## config.mk

```make
export PLATFORM = sky130hd
export DESIGN_NAME = demux_stream
export DESIGN_NICKNAME = d
export VERILOG_FILES = /design/src/rtl/demux_stream.sv
export SDC_FILE = /design/constraint.sdc
export NUM_CORES = 1
export LEC_CHECK = 0
export ABC_AREA = 1
export BUFFER_PORTS_ARGS = -buffer_cell sky130_fd_sc_hd__buf_2
export CAP_MARGIN = 20
export CORE_MARGIN = 2
export CORE_UTILIZATION = 52
export CTS_BUF_LIST = sky130_fd_sc_hd__clkbuf_16
export DETAILED_ROUTE_END_ITERATION = 7
export PLACE_DENSITY = 0.9
export SLEW_MARGIN = 15
export SYNTH_ARGS = -nofsm -noshare
export SYNTH_HDL_FRONTEND = slang
export SYNTH_SLANG_ARGS = --single-unit
```

## constraint.sdc

```tcl
create_clock -name clk -period 2.05 [get_ports clk]
set_clock_uncertainty 0.05 [all_clocks]
set_input_delay 0.205 -clock clk [delete_from_list [all_inputs] [get_ports clk]]
set_output_delay 0.205 -clock clk [all_outputs]
set_load 0.02 [all_outputs]
```

## src/rtl/demux_stream.sv

```systemverilog
// demux_stream: 1-to-2 valid/ready stream demultiplexer.
// Each accepted input word is steered by sel into a one-word output register
// for channel 0 or 1. Each channel also counts the words delivered to it, and
// that count wraps silently. A full channel only stalls words aimed at it, so
// the other channel keeps flowing (no head-of-line blocking).
module demux_stream #(
  parameter int N  = 8,
  parameter int CW = 16
) (
  input  logic          clk,
  input  logic          reset,
  input  logic          sel,
  input  logic [N-1:0]  d,
  input  logic          d_valid,
  output logic          d_ready,
  output logic [N-1:0]  q0,
  output logic          q0_valid,
  input  logic          q0_ready,
  output logic [N-1:0]  q1,
  output logic          q1_valid,
  input  logic          q1_ready,
  output logic [CW-1:0] cnt0,
  output logic [CW-1:0] cnt1
);

  // Per-channel views of the consumer handshake and the slot state.
  logic [1:0] ready_w;
  logic [1:0] valid_w;
  logic [1:0] free_w;
  logic [1:0] load_w;
  logic       accept_w;

  assign ready_w = {q1_ready, q0_ready};

  // A channel can take a word if it is empty or is being drained this cycle.
  // Reset gates d_ready so that no word is accepted while state is cleared.
  assign d_ready  = ~reset & (sel ? free_w[1] : free_w[0]);
  assign accept_w = d_valid & d_ready;

  genvar gi;
  generate
    for (gi = 0; gi < 2; gi++) begin : g_ch
      logic [N-1:0]  q_reg,     q_next;
      logic          valid_reg, valid_next;
      logic [CW-1:0] cnt_reg,   cnt_next;

      assign valid_w[gi] = valid_reg;
      assign free_w[gi]  = ~valid_reg | ready_w[gi];
      assign load_w[gi]  = accept_w & (sel == (gi == 1));

      // Next state: a load overrides a drain, so drain+load keeps valid high
      // and sustains one word per cycle. Drain alone clears valid, data holds.
      always_comb begin
        q_next     = q_reg;
        valid_next = valid_reg;
        cnt_next   = cnt_reg;
        if (load_w[gi]) begin
          q_next     = d;
          valid_next = 1'b1;
          cnt_next   = cnt_reg + 1'b1;
        end else if (ready_w[gi]) begin
          valid_next = 1'b0;
        end
      end

      // Channel registers; reset discards any word still held.
      always_ff @(posedge clk) begin
        if (reset) begin
          q_reg     <= '0;
          valid_reg <= 1'b0;
          cnt_reg   <= '0;
        end else begin
          q_reg     <= q_next;
          valid_reg <= valid_next;
          cnt_reg   <= cnt_next;
        end
      end
    end
  endgenerate

  assign q0       = g_ch[0].q_reg;
  assign q1       = g_ch[1].q_reg;
  assign q0_valid = valid_w[0];
  assign q1_valid = valid_w[1];
  assign cnt0     = g_ch[0].cnt_reg;
  assign cnt1     = g_ch[1].cnt_reg;

endmodule

```

==> qor.yml <==
outcome:
  status: "finished, final reports clean"
clock_network:
  clock_latency_ns: 0.28
  path_clk_slew_ns: 0.06
  cts-resized-gates: 0
  cts_tree: "built"
  cts_hold_buf: 0
  htree_levels: 2
  cts_setup_buffers: 0
  clockRootBuffer: "clkbuf_16"
  cts-buffers-inserted: 5
  numClockSinks: 50
  ctsLongestPathBuffers: 2
floorplanning:
  start_util_pct: 54.2
  rows: 24
  coreArea_um2: 4350
  io_pins: 65
  die-area_um2: 5100
  die_h_um: 71.4
  die_width_um: 71.4
global_routing:
  grt_overflow: 0
  top_usage_layer: "met2"
  grtUsageMet2_pct: 40.2
  grt_use_total_pct: 22.6
  grt_pass1_vias: 2196
  gr-usage-met1_pct: 26.8
  grt_util_met3_pct: 5.77
  grt_max_degree: 29
  grt_pass1_wl_um: 9320
  antenna_found_initial: 0
final_layout:
  regArea_um2: 1000
  fillCellCount: 370
  antenna_cells: 0
  areaGrowthSynthToFinish_pct: 20.9
  layout_common_cells: "nand2_1, nor2_1, buf_2"
  drive_gt1_share_pct: 22.1
  layout_commonest_cell: "nand2_1"
  nets: 425
  multi_input_area_um2: 1200
critical_path:
  crit_fanout: 7
  crit_top_cell: "nand2_1"
  crit_required_ns: 2.22
  crit_type: "register to register"
  cp_slowest_cell: "dfxtp_1"
  critPathLaunchType: "register"
  slowest_delay_ns: 0.44
  endpoint_kind: "register"
  worstPathCellList: "ha_1 > nand2_1 > nor2_2 > nand2_1 > nor2_1 > nand3_1 > nand2_1 > inv_1 > nor2_1"
  arrival_ns: 1.92
synth:
  syn_area_um2: 2360
  synth.avg_cell_area_um2: 6.86
  ys_seq_elements: 50
  synth_warnings: 0
  synth_fp_nets: 360
  synth_cells: 344
  ys_types: 25
  yosysSeqAreaShare_pct: 42.4
sta:
  relSlewSlack_pct: 72.7
  whs_ns: 0.115
  final.setup.tns_ns: 0
  worstMarginPinSlew_ns: 0.409
  fin_crit_sh_pct: 85.3
  setup_viol_count_final: 0
  rsz0062_at_grt: "false"
  fmax_ghz: 0.572
  final.min_clock_period_ns: 1.75
  finalHoldViolCount: 0
  finalMaxSlewViolations: 0
routing:
  drc: 0
  firstDrtPassIters: 4
  viasPerCell: 5.23
  drtIter0Drc: 149
  num_vias: 2404
  ant_nets: 0
  post_drt_wl_per_cell_um: 12.1
  drt_wl_total_um: 5550
placed_design:
  port_buffers: 64
  dp_hpwl_um: 3960
  routabilityCongestion: 0.923
job:
  drv_cap: 0
pwr:
  ir_worst_vdd_uv: 594
  p_leak_uw: 0.00129
  p_per_area_nw_per_um2: 668
  power_uw: 1910
min_path:
  hold_path_class: "input port to register"
## state kept, by name, summed over array words and instances (netlist names)
name,flops
q1_valid,1
q1,8
q0,8
cnt1,16
q0_valid,1
cnt0,16
## per-stage QoR
stage	instance area [um^2]	utilization, %	worst slack [ns]	instances
6_report	2850	65.5	0.301	460
5_1_grt	2850	65.5	0.0635	460
4_1_cts	2850	65.5	0.303	460
3_5_place_dp	2730	62.6	0.367	454
3_3_place_gp	2730	62.6	0.411	454
2_1_floorplan	2360	-	0.444	344
## Yosys cell counts
cell type,count,area share [%]
nand3_1,17,3.6
o21ai_0,8,1.7
nand4_1,7,1.9
clkinv_1,1,0.16
nor3b_1,1,0.32
buf_6,2,0.95
buf_1,2,0.32
xnor2_1,5,1.9
nor3_1,4,0.85
dfxtp_1,50,42
clkbuf_1,3,0.48
nor2_2,1,0.27
a21oi_2,7,2.6
nor2_1,68,11
nand4_2,1,0.53
inv_1,25,4.0
buf_2,5,1.1
nor2_4,1,0.48
ha_1,2,1.1
o21ai_1,4,0.85
xor2_1,6,2.2
a21oi_1,23,4.9
nand2_1,96,15
nand2_2,4,1.1
nand3b_2,1,0.48
## final timing paths
path                        start               endpoint  slack, ns  depth (start not counted)
min                          d[5]     q0[5]$_SDFFE_PP0P_       0.12                          3
max reg2reg  cnt0[0]$_SDFFE_PP0P_  cnt0[14]$_SDFFE_PP0P_       0.30                          9
max          cnt0[0]$_SDFFE_PP0P_  cnt0[14]$_SDFFE_PP0P_       0.30                          9
min reg2reg    q1[7]$_SDFFE_PP0P_     q1[7]$_SDFFE_PP0P_       0.41                          2
## final cells by class
type	instances	area share (%)
multi-input combinational	256	41.9
sequential	50	35.1
timing repair buffer	70	12.8
clock buffer	5	4.38
inverter	26	3.42
tap	52	2.28
clock inverter	1	0.132
## kinds of logic (layout without fill, tap and decap cells)
kind of cell,after synthesis,count (layout),share of synthesized area (%)
and+or+nand+nor,201,201,35.5
xor gates and xnor gates,11,11,4.08
adders and majority gates,2,2,1.06
buffers and inverters,38,102,6.94
DFF,50,50,42.4
AOI/OAI and AO/OA,42,42,10.0
## routing by layer
metal	share of wire, %	vias up
met5	0	-
met4	1.1	0
met3	5.5	6
met2	51	65
met1	43	1118
li1	-	1215
## power breakdown
group / internal [uW] / switching [uW]
clock: 434 / 321
sequential: 990 / 13.3
combinational: 47.8 / 99.8
total: 1470 / 434
## critical path: cells and delay by family, from the launching register on
kind	cells	cell delay (ns)
buf+inv	1	0.04
fa+ha+maj	1	0.22
flops	1	0.44
simple gates	7	0.93
Note: power is estimated with default switching activity, not from simulation.
